### src/rtl/cpu64_l2_victim_ctrl.sv
// rtl/cpu64_l2_victim_ctrl.sv - L2 miss/eviction sequencer driving a 16-way PLRU victim selector
// One miss in flight at a time; L2 hit recency updates share the PLRU port when the sequencer does not need it.
module cpu64_l2_victim_ctrl #(
  parameter int TAG_W = 40
) (
  input  logic             clk_i,
  input  logic             rst_ni,
  input  logic             miss_valid_i,
  output logic             miss_ready_o,
  input  logic [7:0]       miss_set_i,
  input  logic [TAG_W-1:0] miss_tag_i,
  output logic             miss_done_o,
  output logic [3:0]       miss_way_o,
  output logic             miss_err_o,
  input  logic             hit_valid_i,
  output logic             hit_ready_o,
  input  logic [7:0]       hit_set_i,
  input  logic [3:0]       hit_way_i,
  output logic [7:0]       plru_set_o,
  output logic             plru_access_o,
  output logic [3:0]       plru_way_o,
  output logic [15:0]      plru_valid_o,
  input  logic [3:0]       plru_victim_i,
  output logic             meta_rd_o,
  output logic [7:0]       meta_set_o,
  input  logic [15:0]      meta_valid_i,
  input  logic [15:0]      meta_dirty_i,
  output logic             meta_wr_o,
  output logic [3:0]       meta_way_o,
  output logic [TAG_W-1:0] meta_tag_o,
  output logic             wb_valid_o,
  input  logic             wb_ready_i,
  output logic [7:0]       wb_set_o,
  output logic [3:0]       wb_way_o,
  input  logic             wb_done_i,
  output logic             rf_valid_o,
  input  logic             rf_ready_i,
  output logic [7:0]       rf_set_o,
  output logic [3:0]       rf_way_o,
  output logic [TAG_W-1:0] rf_tag_o,
  input  logic             rf_done_i,
  input  logic             rf_err_i
);

  typedef enum logic [3:0] {
    S_IDLE, S_RD, S_SEL, S_WB_REQ, S_WB_WAIT, S_RF_REQ, S_RF_WAIT, S_INSTALL, S_DONE
  } state_e;

  state_e           state_q, state_d;
  logic [7:0]       set_q, set_d;
  logic [TAG_W-1:0] tag_q, tag_d;
  logic [3:0]       victim_q, victim_d;
  logic             err_q, err_d;
  logic             hit_acc;

  always_ff @(posedge clk_i or negedge rst_ni) begin
    if (!rst_ni) begin
      state_q  <= S_IDLE;
      set_q    <= '0;
      tag_q    <= '0;
      victim_q <= '0;
      err_q    <= 1'b0;
    end else begin
      state_q  <= state_d;
      set_q    <= set_d;
      tag_q    <= tag_d;
      victim_q <= victim_d;
      err_q    <= err_d;
    end
  end

  // Only a dirty line that is actually valid needs a writeback.
  always_comb begin
    state_d = state_q;
    case (state_q)
      S_IDLE:    if (miss_valid_i) state_d = S_RD;
      S_RD:      state_d = S_SEL;
      S_SEL:     state_d = (meta_valid_i[plru_victim_i] && meta_dirty_i[plru_victim_i])
                           ? S_WB_REQ : S_RF_REQ;
      S_WB_REQ:  if (wb_ready_i) state_d = S_WB_WAIT;
      S_WB_WAIT: if (wb_done_i) state_d = S_RF_REQ;
      S_RF_REQ:  if (rf_ready_i) state_d = S_RF_WAIT;
      S_RF_WAIT: if (rf_done_i) state_d = rf_err_i ? S_DONE : S_INSTALL;
      S_INSTALL: state_d = S_DONE;
      S_DONE:    state_d = S_IDLE;
      default:   state_d = S_IDLE;
    endcase
  end

  always_comb begin
    set_d    = set_q;
    tag_d    = tag_q;
    victim_d = victim_q;
    err_d    = err_q;
    if (state_q == S_IDLE && miss_valid_i) begin
      set_d = miss_set_i;
      tag_d = miss_tag_i;
      err_d = 1'b0;
    end
    if (state_q == S_SEL) victim_d = plru_victim_i;
    if (state_q == S_RF_WAIT && rf_done_i) err_d = rf_err_i;
  end

  // The sequencer owns the PLRU port in SEL (lookup) and INSTALL (update); hits get it otherwise.
  always_comb begin
    hit_ready_o   = !(state_q == S_SEL || state_q == S_INSTALL);
    hit_acc       = hit_valid_i && hit_ready_o;
    miss_ready_o  = rst_ni && (state_q == S_IDLE);
    miss_done_o   = (state_q == S_DONE);
    miss_way_o    = victim_q;
    miss_err_o    = err_q;
    meta_rd_o     = (state_q == S_RD);
    meta_set_o    = set_q;
    meta_wr_o     = (state_q == S_INSTALL);
    meta_way_o    = victim_q;
    meta_tag_o    = tag_q;
    wb_valid_o    = (state_q == S_WB_REQ);
    wb_set_o      = set_q;
    wb_way_o      = victim_q;
    rf_valid_o    = (state_q == S_RF_REQ);
    rf_set_o      = set_q;
    rf_way_o      = victim_q;
    rf_tag_o      = tag_q;
    plru_valid_o  = (state_q == S_SEL) ? meta_valid_i : 16'hFFFF;
    plru_access_o = (state_q == S_INSTALL) || hit_acc;
    plru_set_o    = hit_acc ? hit_set_i : set_q;
    plru_way_o    = hit_acc ? hit_way_i : victim_q;
  end

endmodule
### config.mk
export PLATFORM = sky130hd
export DESIGN_NAME = cpu64_l2_victim_ctrl
export DESIGN_NICKNAME = d
export VERILOG_FILES = /design/src/rtl/cpu64_l2_victim_ctrl.sv
export SDC_FILE = /design/constraint.sdc
export NUM_CORES = 1
export LEC_CHECK = 0
export ABC_CLOCK_PERIOD_IN_PS = 1900
export CAP_MARGIN = 40
export CORE_ASPECT_RATIO = 2
export CORE_MARGIN = 2
export CORE_UTILIZATION = 30
export CTS_BUF_LIST = sky130_fd_sc_hd__clkbuf_16
export DETAILED_ROUTE_END_ITERATION = 7
export PLACE_DENSITY = 0.76
export SYNTH_ARGS = -nofsm -noshare
export SYNTH_HDL_FRONTEND = slang
export SYNTH_SLANG_ARGS = --single-unit
### constraint.sdc
create_clock -name clk_i -period 1.9 [get_ports clk_i]
set_clock_uncertainty 0.2 [all_clocks]
set_input_delay 0.475 -clock clk_i [delete_from_list [all_inputs] [get_ports clk_i]]
set_output_delay 0.475 -clock clk_i [all_outputs]
set_load 0.02 [all_outputs]
Word level (Yosys, flattened, before mapping). Index checks and enable logic that the tools add are counted.

Word-level logic and storage cells: 47. Register bits: 57. Input port bits: 105.

Muxes and demuxes: 17. Equality and inequality tests: 13. Order comparisons: 1. Reduce and logical (&&, ||, !) cells: 11.

Operators by type and width (number): case mux 4 bit (8 select lines) (1); two-way mux 4 bit (7); equality test 4 x 3 -> 1 bit (second input constant) (4); two-way mux 16 bit (1); binary-select mux 1 bit (select 4 bit) (2); equality test 4 x 2 -> 1 bit (second input constant) (2); two-way mux 8 bit (1); inequality test 2 bit (second input constant) (3); logical AND 1 bit (5); less-than comparator 4 x 5 -> 1 bit (second input constant) (1); AND reduction 5 bit (1); equality test 4 x 1 -> 1 bit (second input constant) (1); equality test 4 bit (second input constant) (1); zero test 4 bit (1); two-way mux 1 bit (4); inequality test 2 x 1 -> 1 bit (second input constant) (2); two-way mux 3 bit (1); logical OR 1 bit (2); nonzero test 2 bit (1); zero test 1 bit (1).

Logic depth before layout (Yosys ltp). Gate-level depths: netlist of run 1.

Depth in word-level cells: 5. Gate-level depth with buffers: 6.

Worst setup path after synthesis of run 1. No wires, ideal clock.

Kind: register -> output. Start: register state_q[0]. End: output port plru_set_o[1]. Path slack: -347 ps. Data arrival time: 1572 ps. Path buffers: 2. Cell stages (with the launch flop): 7. Required time: 1225 ps. Path through: dfrtp_1 -> buf_6 -> xnor2_1 -> nand3b_1 -> nand2_2 -> buf_6 -> mux2_4.

Word-level cells in the longest chain between the ends: 5. Elaborated cells on any way between the ends: 6.

RTL lines: start: declaration (RTL line 49) `state_e state_q, state_d;`; start signal: assignment (RTL line 64) `state_q <= state_d;`; equality test 4 x 2 -> 1 bit / equality test 4 x 3 -> 1 bit (equally long branches) (RTL line 106) `hit_ready_o = !(state_q == S_SEL || state_q == S_INSTALL);`; logical OR 1 bit * (RTL line 106); zero test 1 bit * (RTL line 106); named net hit_ready_o (RTL line 16) `output logic hit_ready_o,`; logical AND 1 bit * (RTL line 107) `hit_acc = hit_valid_i && hit_ready_o;`; two-way mux 8 bit * (RTL line 126) `plru_set_o = hit_acc ? hit_set_i : set_q;`; end: declaration (RTL line 19) `output logic [7:0] plru_set_o,`.

Mark *: on every way through the listed nets, which the timed path passes. The rest lies on a longest branch.

Worst setup path after layout of run 1.
Start: register state_q[2]. End: output port plru_valid_o[3].

Word-level cells in the longest chain between the ends: 2.

RTL lines: equality test 4 x 2 -> 1 bit (RTL line 124) `plru_valid_o = (state_q == S_SEL) ? meta_valid_i : 16'hFFFF;`; two-way mux 16 bit (RTL line 124); end: declaration (RTL line 22) `output logic [15:0] plru_valid_o,`.

Every way passes these cells.

==> reports/results.txt, run 1 <==
number of cell instances on the worst register-to-register path = 8
cell types occupying the most area after synthesis = sky130_fd_sc_hd__dfrtp_1 42%, sky130_fd_sc_hd__mux2_2 18%, sky130_fd_sc_hd__buf_4 15%
r2r startpoint = state_q[2]
First-pass DRT Iterations = 4
Die Span Y = 155 um
core area = 11,200 um^2
power density over the cells = 1760 nW/um^2
total half-perimeter wirelength after legalization and detailed placement = 9330 um
clock tree from TritonCTS = yes
final core utilization = 59.2%
number of antenna violations at the first check in global routing = 1
CP Depth = 8
fraction of final layout cells sized beyond drive strength 1 = 40.1%
sinks on the clock net = 57
routed via count = 3,314
number of cells in the design after placement = 671
gate family responsible for the most delay along the worst path = buffers and inverters
most used flip-flop cell after synthesis = sky130_fd_sc_hd__dfrtp_1
Worst Slack Setup Final = -0.664 ns
Area growth syn-to-layout = 93.6%
violations in the final reports = negative setup slack
Peak Freq = 0.390 GHz
Final Cycle Share = 135%
type of the most critical hold path = input pin to async pin
vias per cell = 4.69
slew at the pin with the worst max-slew slack = 0.741 ns
Leakage = 0.00311 uW
Critical Path Source Type = flop
number of synthesized flops with an enable pin = 0
share of synthesized registers carrying an async set or reset = 100%
combinational power share = 65.7%
net switching power = 5060 uW
required time reported for the critical path endpoint = 1.22 ns
net count after synthesis = 408
Worst path max stage delay = 0.40 ns
setup violators final = 89
clock insertion delay at the later pin of the skew report = 0.32 ns
final critical path time including I/O delays and setup = 2.56 ns
Flop pwr share = 19.5%
Die Footprint = 12,400 um^2
I/O pins = 262
gr usage total = 18.5%
share of power burned in the clock network = 14.8%
final net count = 664
top-area cell type share of the netlist area = 41.6%
antenna violation net count after detailed routing = 0
site row count = 55
cell count after synthesis = 303
sequential fraction of the synthesis area = 41.6%
MaxCap Viol Count = 0
warnings from Yosys = 0
endpoints failing hold = 0
cell at the root of the clock tree = sky130_fd_sc_hd__clkbuf_16
Avg Cell Area, Syn = 11.3 um^2
leading cell type by number of instances after synthesis = sky130_fd_sc_hd__buf_4
Die Wd = 79.6 um
Most common cell on crit path = sky130_fd_sc_hd__buf_6
result of the run = finished, violations left
CP Cell Sequence = buf_4, buf_6, nor2_4, buf_4, buf_6, nand2_4, or3_4, buf_6
number of register bits inferred by synthesis = 57
Post-synth top cells = 69 x sky130_fd_sc_hd__buf_4, 57 x sky130_fd_sc_hd__dfrtp_1, 55 x sky130_fd_sc_hd__mux2_2, 16 x sky130_fd_sc_hd__or3_1, 12 x sky130_fd_sc_hd__nand2_1
maximum fanout along the worst path = 4
Internal Power = 6630 uW
Rel. slew slack = 50.6%
library cell with the largest summed area after synthesis = sky130_fd_sc_hd__dfrtp_1
post-place setup slack = -0.798 ns
final routed wirelength across all metal layers = 12,800 um
arrival time at the worst endpoint = 1.89 ns
initial cell density of the core = 30.6%
buffers and inverters on the worst path = 5
Reg2Reg Capture Point = meta_set_o[1]
start point of the critical path = state_q[2]
Cell variety after synth = 43
number of global-route vias before repair = 3,234
R2R setup slack = -0.11 ns
switching power share of the total = 43.3%
standard cell with the maximum stage delay on the critical path = sky130_fd_sc_hd__dfrtp_1
non-filler instance count after layout = 706
cts bufs inserted = 9
synthesized area = 3430 um^2
Port-buffer cells = 261
end point of the critical path = plru_valid_o[3]
wire length per cell after detailed routing = 18.1 um
unrepaired setup endpoints after global routing = yes
nature of the critical path endpoint = output port
deepest level of the CTS H-tree = 3
antenna cells = 0
final RePlAce weighted congestion = 0.807
Residual DRC = 0
number of buffers on the longest clock path = 2
maximum number of pins on one net before global-route repair = 58
Peak VDD IR = 0.816 mV
clk slew on worst S/H paths = 0.05 ns
max-slew violation count = 0
residual overflow from global routing = 0
initial drt markers = 74
global-route wire length before repair = 17,400 um
class of the most critical setup path = flop to output port
-- metrics by stage --
stage	instance area [um^2]	hold slack, ns	power, uW	setup TNS [ns]
finish	6640	0.112	11700	-24.22
global route	6640	0.189	12300	-31.28
detailed placement	6040	0.291	10100	-28.94
floorplan	3500	-0.0206	6960	-3.94
CTS	6340	0.150	11100	-21.82
global placement	6040	0.295	9930	-27.95
-- worst min-delay path by stage --
stage / startpoint / end / slack [ns] / cells past startpoint
after floorplan: rst_ni / meta_set_o[0] / -0.02 / 0
after detailed placement: miss_err_o / miss_err_o / 0.29 / 2
after global routing: rst_ni / state_q[0] / 0.19 / 2
final: rst_ni / state_q[1] / 0.11 / 2
after CTS: rst_ni / meta_tag_o[12] / 0.15 / 2
after global placement: miss_err_o / miss_err_o / 0.30 / 2
-- area by class of cell --
cell class              count  area [um^2]
multi-input cells         164         1640
clock buffers               9          225
flip-flops and latches     57         1430
fillers                   979         4570
well taps                 142          178
inverters                   2         7.51
repair buffers            325         3070
clock inverters             7          103
-- repair_timing --
| item | 4_1_cts | 5_1_grt |
|---|---|---|
| cloned | 1 | 6 |
| setup endpoints to repair | 164 | 91 |
| buffers inserted | 4 | 12 |
| pin swaps | 8 | 15 |
| hold buffers | 0 | 0 |
| gates resized for setup | 302 | 105 |
-- power groups by stage --
| stage | sequential [uW] | combinational (uW) | clock, uW |
|---|---|---|---|
| floorplan | 3010 | 3960 | 0 |
| global placement | 2300 | 7630 | 0 |
| detailed placement | 2330 | 7750 | 0 |
| CTS | 2280 | 7000 | 1780 |
| global route | 2370 | 8070 | 1850 |
| finish | 2280 | 7670 | 1730 |
-- logic make-up (layout without fill, tap and decap cells) --
logic type | Yosys count | in the layout | synth area share (%)
AOI/OAI and AO/OA | 24 | 24 | 5.21
xor gates and xnor gates | 1 | 1 | 0.255
buffers and inverters | 85 | 343 | 18.2
DFF | 57 | 57 | 41.6
muxes | 66 | 66 | 22.6
and+or+nand+nor | 70 | 73 | 12.2
-- layout by cell type, fill, tap and decap left out, types with 7 or more instances in the layout --
| cell | instances |
|---|---|
| sky130_fd_sc_hd__buf_4 | 49 |
| sky130_fd_sc_hd__buf_6 | 40 |
| sky130_fd_sc_hd__clkbuf_16 | 10 |
| sky130_fd_sc_hd__clkdlybuf4s50_1 | 94 |
| sky130_fd_sc_hd__dfrtp_1 | 57 |
| sky130_fd_sc_hd__dlygate4sd2_1 | 120 |
| sky130_fd_sc_hd__mux2_2 | 51 |
| sky130_fd_sc_hd__mux2_4 | 13 |
| sky130_fd_sc_hd__nand2_1 | 10 |
| sky130_fd_sc_hd__nand3_1 | 7 |
| sky130_fd_sc_hd__nor2_1 | 8 |
| sky130_fd_sc_hd__or3_4 | 11 |
-- sequential cells by signal (all words and copies together) (netlist names) --
register and count:
meta_tag_o 40, meta_set_o 8, meta_way_o 4, state_q 4, miss_err_o 1
-- routing by layer --
metal	global-route usage (%)	vias to the layer above	wire [um]
met5	0	-	0
li1	-	1517	-
met3	4.70	26	903
met1	17.6	1594	3980
met2	35.0	177	7430
met4	9.44	0	499
Note: power is estimated with default switching activity, not from simulation.
==> inputs of run 2 (changes only) <==
--- a/config.mk
+++ b/config.mk
@@ -12,7 +12,9 @@
 export CORE_UTILIZATION = 30
 export CTS_BUF_LIST = sky130_fd_sc_hd__clkbuf_16
 export DETAILED_ROUTE_END_ITERATION = 7
+export HOLD_SLACK_MARGIN = 0.12
 export PLACE_DENSITY = 0.76
+export REMOVE_ABC_BUFFERS = 1
 export SYNTH_ARGS = -nofsm -noshare
 export SYNTH_HDL_FRONTEND = slang
 export SYNTH_SLANG_ARGS = --single-unit
==> run 2 against run 1 <==
The run still ends with negative setup slack left. Flip-flop and latch count unchanged. Worst setup slack improved by 0.078 ns. Combinational power increased by 3.7%. Critical path type unchanged. Highest routed layer unchanged. Maximum frequency increased by 3.1%. Final cell count decreased by 0.14%. Register-to-register slack got worse by 0.02 ns. Cell area increased by 2.1%. Total power increased by 2.1%. Global-route usage increased by 1.4 points. Critical path depth decreased by 2.
==> reports/results.txt, run 2 (synthesized netlist as in run 1, its figures left out) <==
result of the run = finished, violations left
violations in the final reports = negative setup slack
arrival time at the worst endpoint = 1.81 ns
cts bufs inserted = 9
endpoints failing hold = 0
Area growth syn-to-layout = 97.7%
final critical path time including I/O delays and setup = 2.49 ns
power density over the cells = 1760 nW/um^2
deepest level of the CTS H-tree = 3
post-place setup slack = -0.828 ns
start point of the critical path = state_q[0]
required time reported for the critical path endpoint = 1.22 ns
site row count = 55
Leakage = 0.00318 uW
max-slew violation count = 0
type of the most critical hold path = input pin to async pin
number of flip-flops under the largest register name = 40
final routed wirelength across all metal layers = 14,500 um
clock tree from TritonCTS = yes
Die Footprint = 12,400 um^2
First-pass DRT Iterations = 4
Reg2Reg Capture Point = meta_tag_o[8]
Residual DRC = 0
routed via count = 3,448
Die Wd = 79.6 um
MaxCap Viol Count = 0
fraction of final layout cells sized beyond drive strength 1 = 40.5%
setup violators final = 84
nature of the critical path endpoint = output port
Final Cycle Share = 131%
final total negative setup slack = -22.23 ns
number of buffers on the longest clock path = 2
total half-perimeter wirelength after legalization and detailed placement = 9730 um
most common library cell in the layout ignoring fill and taps = sky130_fd_sc_hd__dlygate4sd2_1
clk slew on worst S/H paths = 0.05 ns
cell at the root of the clock tree = sky130_fd_sc_hd__clkbuf_16
Peak Freq = 0.402 GHz
wire length per cell after detailed routing = 20.6 um
maximum fanout along the worst path = 7
Peak VDD IR = 0.901 mV
clock insertion delay at the later pin of the skew report = 0.32 ns
non-filler instance count after layout = 705
R2R setup slack = -0.13 ns
final RePlAce weighted congestion = 0.886
I/O pins = 262
vias per cell = 4.89
initial cell density of the core = 30.6%
r2r startpoint = state_q[0]
most used cells in the layout excluding fill and tap cells = 124 x sky130_fd_sc_hd__dlygate4sd2_1, 90 x sky130_fd_sc_hd__clkdlybuf4s50_1, 57 x sky130_fd_sc_hd__dfrtp_1
antenna violation net count after detailed routing = 0
Die Span Y = 155 um
residual overflow from global routing = 0
maximum number of pins on one net before global-route repair = 58
core area = 11,200 um^2
Hold Worst Slack = 0.217 ns
Port-buffer cells = 261
class of the most critical setup path = flop to output port
slew at the pin with the worst max-slew slack = 0.741 ns
sinks on the clock net = 57
final net count = 663
number of global-route vias before repair = 3,574
initial drt markers = 98
number of cell instances on the worst register-to-register path = 8
Rel. slew slack = 50.6%
Critical Path Source Type = flop
gr usage total = 19.9%
antenna cells = 0
number of cells in the design after placement = 670
Worst Slack Setup Final = -0.586 ns
number of antenna violations at the first check in global routing = 0
global-route wire length before repair = 18,600 um
unrepaired setup endpoints after global routing = yes
[run 2: how the worst max path moves through the flow]
stage / to / cells after the start
3_5_place_dp: plru_way_o[3] / 5
3_3_place_gp: plru_set_o[0] / 5
5_1_grt: plru_way_o[3] / 6
6_report: plru_way_o[3] / 6
2_1_floorplan: meta_set_o[0] / 3
4_1_cts: plru_set_o[1] / 7
[run 2: final cells by class]
class,count,area [um^2]
Timing Repair Buffer,327,3210
Clock inverter,7,95.1
Inverter,2,7.51
Sequential cell,57,1430
Clock buffer,9,225
Multi-Input combinational cell,161,1650
Fill cell,942,4430
Tap cell,142,178
[run 2: per-stage QoR]
stage | total power [uW] | instance area [um^2] | util (%)
2_1_floorplan | 5730 | 2810 | -
3_3_place_gp | 9940 | 5990 | 53.4
3_5_place_dp | 10100 | 5990 | 53.4
4_1_cts | 11400 | 6320 | 56.4
5_1_grt | 12500 | 6780 | 60.5
6_report | 11900 | 6780 | 60.5
[run 2: critical path, stage by stage (launching register included)]
cell and delay (ns):
sky130_fd_sc_hd__dfrtp_1 0.39, sky130_fd_sc_hd__xnor2_1 0.17, sky130_fd_sc_hd__nand3b_1 0.14, sky130_fd_sc_hd__nand2_2 0.18
sky130_fd_sc_hd__buf_12 0.16, sky130_fd_sc_hd__mux2_4 0.31, sky130_fd_sc_hd__buf_6 0.13
[run 2: power breakdown]
part | switching, uW | internal (uW) | leakage, uW
logic | 4150 | 3800 | 0.00233
registers | 437 | 1840 | 0.000682
clock network | 555 | 1150 | 0.000161
[run 2: per-layer routing]
metal  share of wire [%]  wire (um)  GRT usage, %
met2                  56       8190          38.4
met3                 7.9       1150          5.45
met1                  31       4450          17.1
met5                   0          0             0
met4                 5.2        755          12.2
[run 2: timing repair]
item,CTS,global route
endpoints found under the setup margin,208,90
resized for setup,347,88
gates cloned,3,9
pin swaps,12,17
hold buffers,0,0
buffers inserted,4,6
